## src/rtl/fir_mm_arbiter.sv

```systemverilog
// fir_mm_arbiter: two-master / one-slave Avalon-MM arbiter for the FIR
// register and coefficient space.
//   m0_* : Nios mm_bridge master        m1_* : local coefficient loader
//   s_*  : shared slave port
//   timeout_flag / timeout_clr : sticky read-timeout indicator and its clear
// Round-robin grant, one outstanding transaction. A read that gets no
// readdatavalid within RD_TIMEOUT cycles completes with TIMEOUT_DATA.
module fir_mm_arbiter #(
  parameter int                ADDR_W       = 10,
  parameter int                DATA_W       = 32,
  parameter int                RD_TIMEOUT   = 255,
  parameter logic [DATA_W-1:0] TIMEOUT_DATA = 32'hDEADBEEF
) (
  input  logic                clk_clk,
  input  logic                reset_reset_n,
  input  logic [ADDR_W-1:0]   m0_address,
  input  logic                m0_read,
  input  logic                m0_write,
  input  logic [DATA_W-1:0]   m0_writedata,
  input  logic [DATA_W/8-1:0] m0_byteenable,
  output logic                m0_waitrequest,
  output logic [DATA_W-1:0]   m0_readdata,
  output logic                m0_readdatavalid,
  input  logic [ADDR_W-1:0]   m1_address,
  input  logic                m1_read,
  input  logic                m1_write,
  input  logic [DATA_W-1:0]   m1_writedata,
  input  logic [DATA_W/8-1:0] m1_byteenable,
  output logic                m1_waitrequest,
  output logic [DATA_W-1:0]   m1_readdata,
  output logic                m1_readdatavalid,
  output logic [ADDR_W-1:0]   s_address,
  output logic                s_read,
  output logic                s_write,
  output logic [DATA_W-1:0]   s_writedata,
  output logic [DATA_W/8-1:0] s_byteenable,
  input  logic                s_waitrequest,
  input  logic [DATA_W-1:0]   s_readdata,
  input  logic                s_readdatavalid,
  output logic                timeout_flag,
  input  logic                timeout_clr
);
  localparam int BE_W = DATA_W/8;
  // Counter starts at 0 in the first WAIT_RD cycle, so cycle RD_TIMEOUT
  // is the one where it holds RD_TIMEOUT-1.
  localparam logic [15:0] TMO_LAST = 16'(RD_TIMEOUT - 1);

  typedef enum logic [1:0] {IDLE, CMD, WAIT_RD} state_t;

  state_t      r_state, w_next;
  logic        r_owner, r_last, r_flag;
  logic [15:0] r_cnt;

  logic [1:0]             w_rd, w_wr, w_req, w_wait, w_rdv;
  logic [1:0][ADDR_W-1:0] w_addr;
  logic [1:0][DATA_W-1:0] w_wdata, w_rdata;
  logic [1:0][BE_W-1:0]   w_be;
  logic                   w_gnt, w_tmo, w_tmo_evt, w_own_wr, w_own_rd;

  assign w_rd    = {m1_read, m0_read};
  assign w_wr    = {m1_write, m0_write};
  assign w_addr  = {m1_address, m0_address};
  assign w_wdata = {m1_writedata, m0_writedata};
  assign w_be    = {m1_byteenable, m0_byteenable};
  assign w_req   = w_rd | w_wr;

  // Tie goes to whoever did not win last time.
  assign w_gnt    = (&w_req) ? ~r_last : w_req[1];
  // Read+write together is illegal; treat it as a write.
  assign w_own_wr = w_wr[r_owner];
  assign w_own_rd = w_rd[r_owner] & ~w_own_wr;
  assign w_tmo    = (r_cnt == TMO_LAST);

  always_comb begin
    w_next       = r_state;
    s_address    = '0;
    s_read       = 1'b0;
    s_write      = 1'b0;
    s_writedata  = '0;
    s_byteenable = '0;
    w_wait       = w_req;
    w_rdv        = '0;
    w_rdata      = '0;
    w_tmo_evt    = 1'b0;
    case (r_state)
      IDLE: if (|w_req) w_next = CMD;
      CMD: begin
        s_address       = w_addr[r_owner];
        s_writedata     = w_wdata[r_owner];
        s_byteenable    = w_be[r_owner];
        s_write         = w_own_wr;
        s_read          = w_own_rd;
        w_wait[r_owner] = s_waitrequest;
        if (!s_waitrequest) w_next = w_own_rd ? WAIT_RD : IDLE;
      end
      WAIT_RD: begin
        // Real data beats a timeout landing in the same cycle.
        if (s_readdatavalid) begin
          w_rdv[r_owner]   = 1'b1;
          w_rdata[r_owner] = s_readdata;
          w_next           = IDLE;
        end else if (w_tmo) begin
          w_rdv[r_owner]   = 1'b1;
          w_rdata[r_owner] = TIMEOUT_DATA;
          w_tmo_evt        = 1'b1;
          w_next           = IDLE;
        end
      end
      default: w_next = IDLE;
    endcase
  end

  always_ff @(posedge clk_clk or negedge reset_reset_n) begin
    if (!reset_reset_n) begin
      r_state <= IDLE;
      r_owner <= 1'b0;
      r_last  <= 1'b1;
      r_cnt   <= '0;
      r_flag  <= 1'b0;
    end else begin
      r_state <= w_next;
      if (r_state == IDLE && |w_req) begin
        r_owner <= w_gnt;
        r_last  <= w_gnt;
      end
      r_cnt <= (r_state == WAIT_RD) ? r_cnt + 16'd1 : '0;
      if (w_tmo_evt)        r_flag <= 1'b1;
      else if (timeout_clr) r_flag <= 1'b0;
    end
  end

  assign m0_waitrequest   = w_wait[0];
  assign m1_waitrequest   = w_wait[1];
  assign m0_readdatavalid = w_rdv[0];
  assign m1_readdatavalid = w_rdv[1];
  assign m0_readdata      = w_rdata[0];
  assign m1_readdata      = w_rdata[1];
  assign timeout_flag     = r_flag;
endmodule

```

## config.mk

```make
export PLATFORM = sky130hd
export DESIGN_NAME = fir_mm_arbiter
export DESIGN_NICKNAME = d
export VERILOG_FILES = /design/src/rtl/fir_mm_arbiter.sv
export SDC_FILE = /design/constraint.sdc
export NUM_CORES = 1
export LEC_CHECK = 0
export CORE_AREA = 2 2 98 100
export CTS_BUF_LIST = sky130_fd_sc_hd__clkbuf_8
export CTS_CLUSTER_SIZE = 14
export DETAILED_ROUTE_END_ITERATION = 16
export DIE_AREA = 0 0 100 102
export GPL_TIMING_DRIVEN = 0
export HOLD_SLACK_MARGIN = 0.05
export PLACE_DENSITY = 0.76
export SYNTH_ARGS = -nofsm -noshare
export SYNTH_HDL_FRONTEND = slang
export SYNTH_SLANG_ARGS = --single-unit
```

## constraint.sdc

```tcl
create_clock -name clk_clk -period 4.81 [get_ports clk_clk]
set_input_delay 0.962 -clock clk_clk [delete_from_list [all_inputs] [get_ports clk_clk]]
set_output_delay 0.962 -clock clk_clk [all_outputs]
set_load 0.05 [all_outputs]
```

==> out/metrics.cfg, run 1 <==
[cts]
cts_resized = 0
cts_hold_buffers = 0
cts_setup_buffers = 0
htreeDepth = 1
numCtsBuffers = 3
clock-root-buffer = clkbuf_8
clk_pin_slew_ns = 0.08
clkSinkCount = 21
cts_tree = built
clk_path_buf_depth = 2
insertion_delay_ns = 0.26

[power]
power_leakage_nw = 1.88
irDropWorstVdd_mv = 0.158
p_per_area_mw_per_mm2 = 378

[place]
gp_congestion = 0.857
place_ws_ns = 0.363
dp_hpwl_um = 10400
io_buffers = 249
postPlaceCellArea_mm2 = 0.00509
dp_cells = 701

[floorplan]
core_mm2 = 0.00911
num_rows = 35
pin_count = 250
die_w_um = 100
initial_core_util_pct = 27.0
die_h_um = 102
die_area_mm2 = 0.0102

[global_route]
met3_usage_pct = 5.68
grt_overflow_total = 0
grt_max_degree = 22
grt_pass1_wl_um = 18100
grt_pass1_vias = 3532
grt_use_met2_pct = 41.4
grt_antenna_before_repair = 0
grt_use_total_pct = 22.3
grt.busiest_layer = met2
met1_usage_pct = 25.7

[sta]
rsz0062_at_grt = no
fin_crit_ns = 4.40
fmax_mhz = 227
hold_viol = 0
period_share_pct = 91.6
maxSlewHeadroom_pct = 36.1
setup_violations = 0
fin_skew_ns = 0.00205
fin_ws_ns = 0.406
worstMarginPinSlew_ns = 0.956
slew_viol_final = 0
timing.setup.tns_ns = 0

[synthesis]
ys_types = 38
synth-compound-area-share_pct = 12.3
synth.top_cells.by_count = 64 x nor2_1, 51 x mux2i_1, 34 x nor3_1
synth_most_common_cell = nor2_1
synthArstFlopShare_pct = 100
avgSynthCellArea_um2 = 7.21
synth_top_family_by_area = simple AND/OR/NAND/NOR gates
yosysTopAreaCell = mux2i_1
ys_seq_area_share_pct = 21.4
synthSimpleGateAreaFrac_pct = 36.6
synth_enable_flop_cells = 0
ys.flop_type = dfrtp_1
synth_area_mm2 = 0.00246
yosys-top-cells-area = mux2i_1 21%, dfrtp_1 20%, nor2_1 9.8%
synth_warnings = 0
synth_top_area_share_pct = 20.8
synthCells = 341
synth_xor_area_share_pct = 1.07
synth.net_count = 476
synth_adder_area_share_pct = 1.02
synth.area.mux_share_pct = 20.8
ys_ff_latch = 21

[setup_path]
start_kind = input port
end_kind = output pin
critPathRequiredTime_ns = 3.85
path_buf_inv = 4
cp_cell_sequence = clkdlybuf4s50_1 -> inv_1 -> clkbuf_1 -> o21ai_0 -> nor3b_1 -> clkdlybuf4s50_1
crit_slowest_cell = clkdlybuf4s50_1
critPathLaunch = s_readdatavalid
arrival_ns = 3.44
crit_type = in -> out
cpLargestDelayFamily = buffers and inverters
crit-reg2reg-launch = r_cnt[0]$_DFF_PN0_
slowest_delay_ns = 0.85
cp_common_cell = clkdlybuf4s50_1
crit_fanout = 10

[final_layout]
syn2layout_area_growth_pct = 109
fill_cells = 835
finalNonFillerCells = 705
stdcell_area_mm2 = 0.00513
drive_gt1_share_pct = 3.87
n_antenna_cell = 0
nets = 730

[detailed_routing]
num_vias = 3584
routed_via_density = 5.08
route.detailed.drc = 0
first_pass_iters = 4
ant_nets = 0
drtIter0Drc = 187
wirelength_um = 12500
detail_route.wl_per_cell_um = 17.8

[outcome]
status = complete, no violations

[run]
cap_violations = 0

[min_path]
min_from = r_last$_DFFE_PN1P_
hold_path_class = reg -> reg

[sequential cells by signal, summed over array words and instances, names as in the netlist]
name	count
timeout_flag	1
r_owner	1
r_cnt	16
r_state	2
r_last	1
[metrics by stage]
stage / hold WS (ns) / power, mW / util (%)
after global placement: 0.489 / 1.81 / 55.9
after CTS: 0.511 / 1.95 / 56.4
after detailed placement: 0.497 / 1.83 / 55.9
after floorplan: 0.472 / 1.27 / -
final: 0.508 / 1.94 / 56.4
after global routing: 0.540 / 2.04 / 56.4
[path summary, 6_finish.rpt]
path,endpoint,slack [ns],cells after the start
worst min-delay path,r_last$_DFFE_PN1P_,0.51,2
worst min register to register,r_last$_DFFE_PN1P_,0.51,2
worst max-delay path,m1_readdata[30],0.41,6
min in group asynchronous,r_cnt[0]$_DFF_PN0_,1.23,1
max in group asynchronous,r_owner$_DFFE_PN0P_,3.00,1
worst max register to register,r_cnt[12]$_DFF_PN0_,3.16,4
[routing by layer]
| layer | up-vias | routed length [µm] |
|---|---|---|
| li1 | 1719 | - |
| met1 | 1665 | 4770 |
| met2 | 181 | 6330 |
| met3 | 19 | 1190 |
| met4 | 0 | 239 |
| met5 | - | 0 |
[layout by cell type, fill, tap and decap left out, types with 2 or more instances in the layout]
master | Yosys | routed
a211oi_1 | 2 | 2
a21oi_1 | 9 | 9
buf_1 | 2 | 2
buf_2 | 12 | 12
clkbuf_1 | 17 | 17
clkbuf_8 | 0 | 3
clkdlybuf4s50_1 | 0 | 249
dfrtp_1 | 20 | 20
ha_1 | 2 | 2
inv_1 | 7 | 8
mux2i_1 | 51 | 51
nand2_1 | 16 | 16
nand2b_1 | 5 | 5
nand3_1 | 6 | 6
nand4_1 | 3 | 3
nor2_1 | 64 | 64
nor2b_1 | 3 | 3
nor3_1 | 34 | 34
nor3b_1 | 24 | 24
nor4_1 | 3 | 3
o21ai_0 | 31 | 31
o31ai_1 | 6 | 6
or3_1 | 3 | 3
or4_1 | 4 | 4
xnor2_1 | 2 | 2
[where the power goes]
| part | internal (mW) | total, mW | leakage (nW) | switching (mW) |
|---|---|---|---|---|
| registers | 0.192 | 0.203 | 0.285 | 0.0106 |
| logic | 0.581 | 1.62 | 1.57 | 1.04 |
| clock network | 0.0570 | 0.116 | 0.0269 | 0.0589 |
[area by class of cell]
class                      count  area (µm²)  area share (%)
timing repair buffer         249        2490            48.5
multi-input combinational    281        1760            34.3
sequential                    21         527            10.3
buffer                        32         143            2.78
tap                          111         139            2.71
clock buffer                   3        41.3           0.804
inverter                       7        26.3           0.512
clock inverter                 1        3.75          0.0731
[worst min-delay path: stages, from the launching register on]
cell and delay [ns]:
dfstp_2 0.38, o31ai_1 0.05, o21ai_0 0.08
[cell families after synthesis]
kind of cell	count (synthesis)
AOI/OAI and AO/OA	52
xor gates and xnor gates	3
buffers and inverters	39
DFF	21
adders and majority gates	2
and+or+nand+nor	173
muxes	51
(Power assumes the default switching activity.)
==> run 2, diff against run 1 <==
==> config.mk (replaced) <==
export PLATFORM = sky130hd
export DESIGN_NAME = fir_mm_arbiter
export DESIGN_NICKNAME = d
export VERILOG_FILES = /design/src/rtl/fir_mm_arbiter.sv
export SDC_FILE = /design/constraint.sdc
export NUM_CORES = 1
export LEC_CHECK = 0
export CORE_ASPECT_RATIO = 0.7
export CORE_MARGIN = 10
export CORE_UTILIZATION = 33
export CTS_BUF_LIST = sky130_fd_sc_hd__clkbuf_8
export CTS_CLUSTER_SIZE = 14
export DETAILED_ROUTE_END_ITERATION = 16
export GPL_TIMING_DRIVEN = 0
export HOLD_SLACK_MARGIN = 0.05
export PLACE_DENSITY = 0.9
export SKIP_LAST_GASP = 1
export SYNTH_ARGS = -nofsm -noshare
export SYNTH_HDL_FRONTEND = slang
export SYNTH_SLANG_ARGS = --single-unit
==> run 2 against run 1 <==
  * Register-to-register slack got worse by 0.04 ns
  * Non-clock buffer count is the same
  * Sequential share of layout area about the same
  * Power increased by 1.9%
==> out/metrics.cfg, run 2 (same netlist as run 1, synthesis figures left out) <==
[setup_path]
critPathRequiredTime_ns = 3.85  ; about the same
crit_type = in -> out
critPathLaunch = s_readdatavalid
end_kind = output pin
endpoint = m1_readdata[30]
crit_fanout = 10  ; unchanged
start_kind = input port
worst_r2r_path_depth = 6  ; +2
arrival_ns = 3.43  ; about the same
worstReg2RegEnd = r_cnt[13]$_DFF_PN0_
crit-reg2reg-launch = r_state[0]$_DFFE_PN0P_
r2r_slack_ns = 3.12  ; -0.04 ns

[detailed_routing]
detail_route.wl_per_cell_um = 22.2  ; +25%
num_vias = 3690  ; +3.0%
wirelength_um = 15400  ; +23%
drtIter0Drc = 285  ; +52%
route.met3.wl_um = 1540  ; +29%
route.detailed.drc = 0  ; unchanged
m1WireLength_um = 5890  ; +24%
ant_nets = 0  ; unchanged
wl_met2_um = 7270  ; +15%
routed_via_density = 5.33  ; +4.9%
routed.top_layer = met4
first_pass_iters = 5  ; +1

[sta]
fin_ws_ns = 0.418  ; +0.0125 ns
fmax_mhz = 228  ; +0.28%
setup_violations = 0  ; unchanged
timing.setup.tns_ns = 0  ; unchanged
slew_viol_final = 0  ; unchanged
hold_slack_ns = 0.512  ; +0.00416 ns
fin_skew_ns = 0.00347  ; +0.00142 ns
rsz0062_at_grt = no
maxSlewHeadroom_pct = 35.2  ; -0.88 points
fin_crit_ns = 4.39  ; -0.0125 ns
period_share_pct = 91.3  ; -0.26 points
hold_viol = 0  ; unchanged
worstMarginPinSlew_ns = 0.969  ; +0.0132 ns

[final_layout]
largestRegisters = r_cnt x16, r_state x2
finalNonFillerCells = 692  ; -1.8%
n_antenna_cell = 0  ; unchanged
layout_commonest_cell = clkdlybuf4s50_1
final_util_pct = 70.5  ; +14 points
syn2layout_area_growth_pct = 108
stdcell_area_mm2 = 0.00512  ; -0.32%
largest_reg_flops = 16  ; unchanged
regMostFlops = r_cnt
final_cell_mix = 249 x clkdlybuf4s50_1, 64 x nor2_1, 51 x mux2i_1, 34 x nor3_1, 31 x o21ai_0
drive_gt1_share_pct = 3.87  ; unchanged
nets = 730  ; unchanged

[floorplan]
initial_core_util_pct = 33.9  ; +6.9 points
pin_count = 250  ; unchanged
die_area_mm2 = 0.0114  ; +11%
core_mm2 = 0.00725  ; -20%
die_w_um = 123  ; +23%
die_h_um = 92.2  ; -9.6%
num_rows = 26  ; -26%

[power]
swShare_pct = 58.0  ; +0.80 points
p_per_area_mw_per_mm2 = 386  ; +2.3%
switchingPower_mw = 1.15  ; +3.4%
power_leakage_nw = 1.88  ; unchanged
pwr-share-clk_pct = 6.1  ; about the same
finalPower_mw = 1.98  ; +1.9%
pwr-share-seq_pct = 10.3  ; -0.2 points
p_int_mw = 0.831  ; about the same
irDropWorstVdd_mv = 0.269  ; +70%
pwr-share-comb_pct = 83.6  ; about the same

[global_route]
grt_pass1_vias = 3820  ; +8.2%
grt_use_total_pct = 25.3  ; +3.0 points
grt_antenna_before_repair = 0  ; unchanged
grt_pass1_wl_um = 22600  ; +25%
grt_max_degree = 22  ; unchanged
grt_overflow_total = 0  ; unchanged

[place]
place_ws_ns = 0.450  ; +0.0866 ns
io_buffers = 249  ; unchanged
dp_hpwl_um = 13000  ; +25%
gp_congestion = 0.923  ; +7.7%
postPlaceCellArea_mm2 = 0.00507  ; -0.32%
dp_cells = 688  ; -1.9%

[cts]
numCtsBuffers = 3  ; unchanged
cts_resized = 0  ; unchanged
cts_hold_buffers = 0  ; unchanged
htreeDepth = 1  ; unchanged
insertion_delay_ns = 0.27  ; about the same
cts_tree = built
clkSinkCount = 21  ; unchanged
clock-root-buffer = clkbuf_8
clk_path_buf_depth = 2  ; unchanged
cts_setup_buffers = 0  ; unchanged
clk_pin_slew_ns = 0.08  ; about the same

[outcome]
status = complete, no violations

[run]
cap_violations = 0  ; unchanged

[min_path]
hold_path_class = reg -> reg

[run 2: final cells by class]
class	count	area [µm²]
multi-input combinational	281	1760
tap	98	123
inverter	7	26.3
timing repair buffer	249	2490
fill	591	2140
clock buffer	3	41.3
buffer	32	143
clock inverter	1	3.75
sequential	21	527
[run 2: how the worst min path moves through the flow]
stage                                   from                  to  cells past startpoint
after floorplan           r_last$_DFFE_PN1P_  r_last$_DFFE_PN1P_                      2
after global placement    r_last$_DFFE_PN1P_  r_last$_DFFE_PN1P_                      2
after detailed placement  r_last$_DFFE_PN1P_  r_last$_DFFE_PN1P_                      2
after CTS                 r_last$_DFFE_PN1P_  r_last$_DFFE_PN1P_                      2
after global routing      r_cnt[0]$_DFF_PN0_  r_cnt[0]$_DFF_PN0_                      1
final                     r_last$_DFFE_PN1P_  r_last$_DFFE_PN1P_                      2
[run 2: critical path, stage by stage]
cell and delay, ns:
clkdlybuf4s50_1 0.49, inv_1 0.20, clkbuf_1 0.43, o21ai_0 0.22
nor3b_1 0.21, clkdlybuf4s50_1 0.90
[run 2: power by group through the flow]
stage               Combinational (mW)  Clock (mW)  Sequential [mW]
floorplan                         1.07           0            0.204
global placement                  1.62           0            0.205
finish                            1.65       0.120            0.203
global route                      1.72       0.129            0.205
CTS                               1.65       0.120            0.203
detailed placement                1.65           0            0.206
[run 2: routing by layer]
layer | global-route usage [%] | vias to the layer above
li1 | - | 1718
met5 | 0 | -
met1 | 28.2 | 1697
met3 | 8.39 | 45
met4 | 10.7 | 0
met2 | 43.0 | 230
==> run 3, diff against run 2 <==
--- a/config.mk
+++ b/config.mk
@@ -9,6 +9,7 @@
 export CORE_MARGIN = 10
 export CORE_UTILIZATION = 33
 export CTS_BUF_LIST = sky130_fd_sc_hd__clkbuf_8
+export CTS_CLUSTER_DIAMETER = 200
 export CTS_CLUSTER_SIZE = 14
 export DETAILED_ROUTE_END_ITERATION = 16
 export GPL_TIMING_DRIVEN = 0
==> results of run 3 <==
No change in the layout: final DEF, timing and power equal those of run 2.
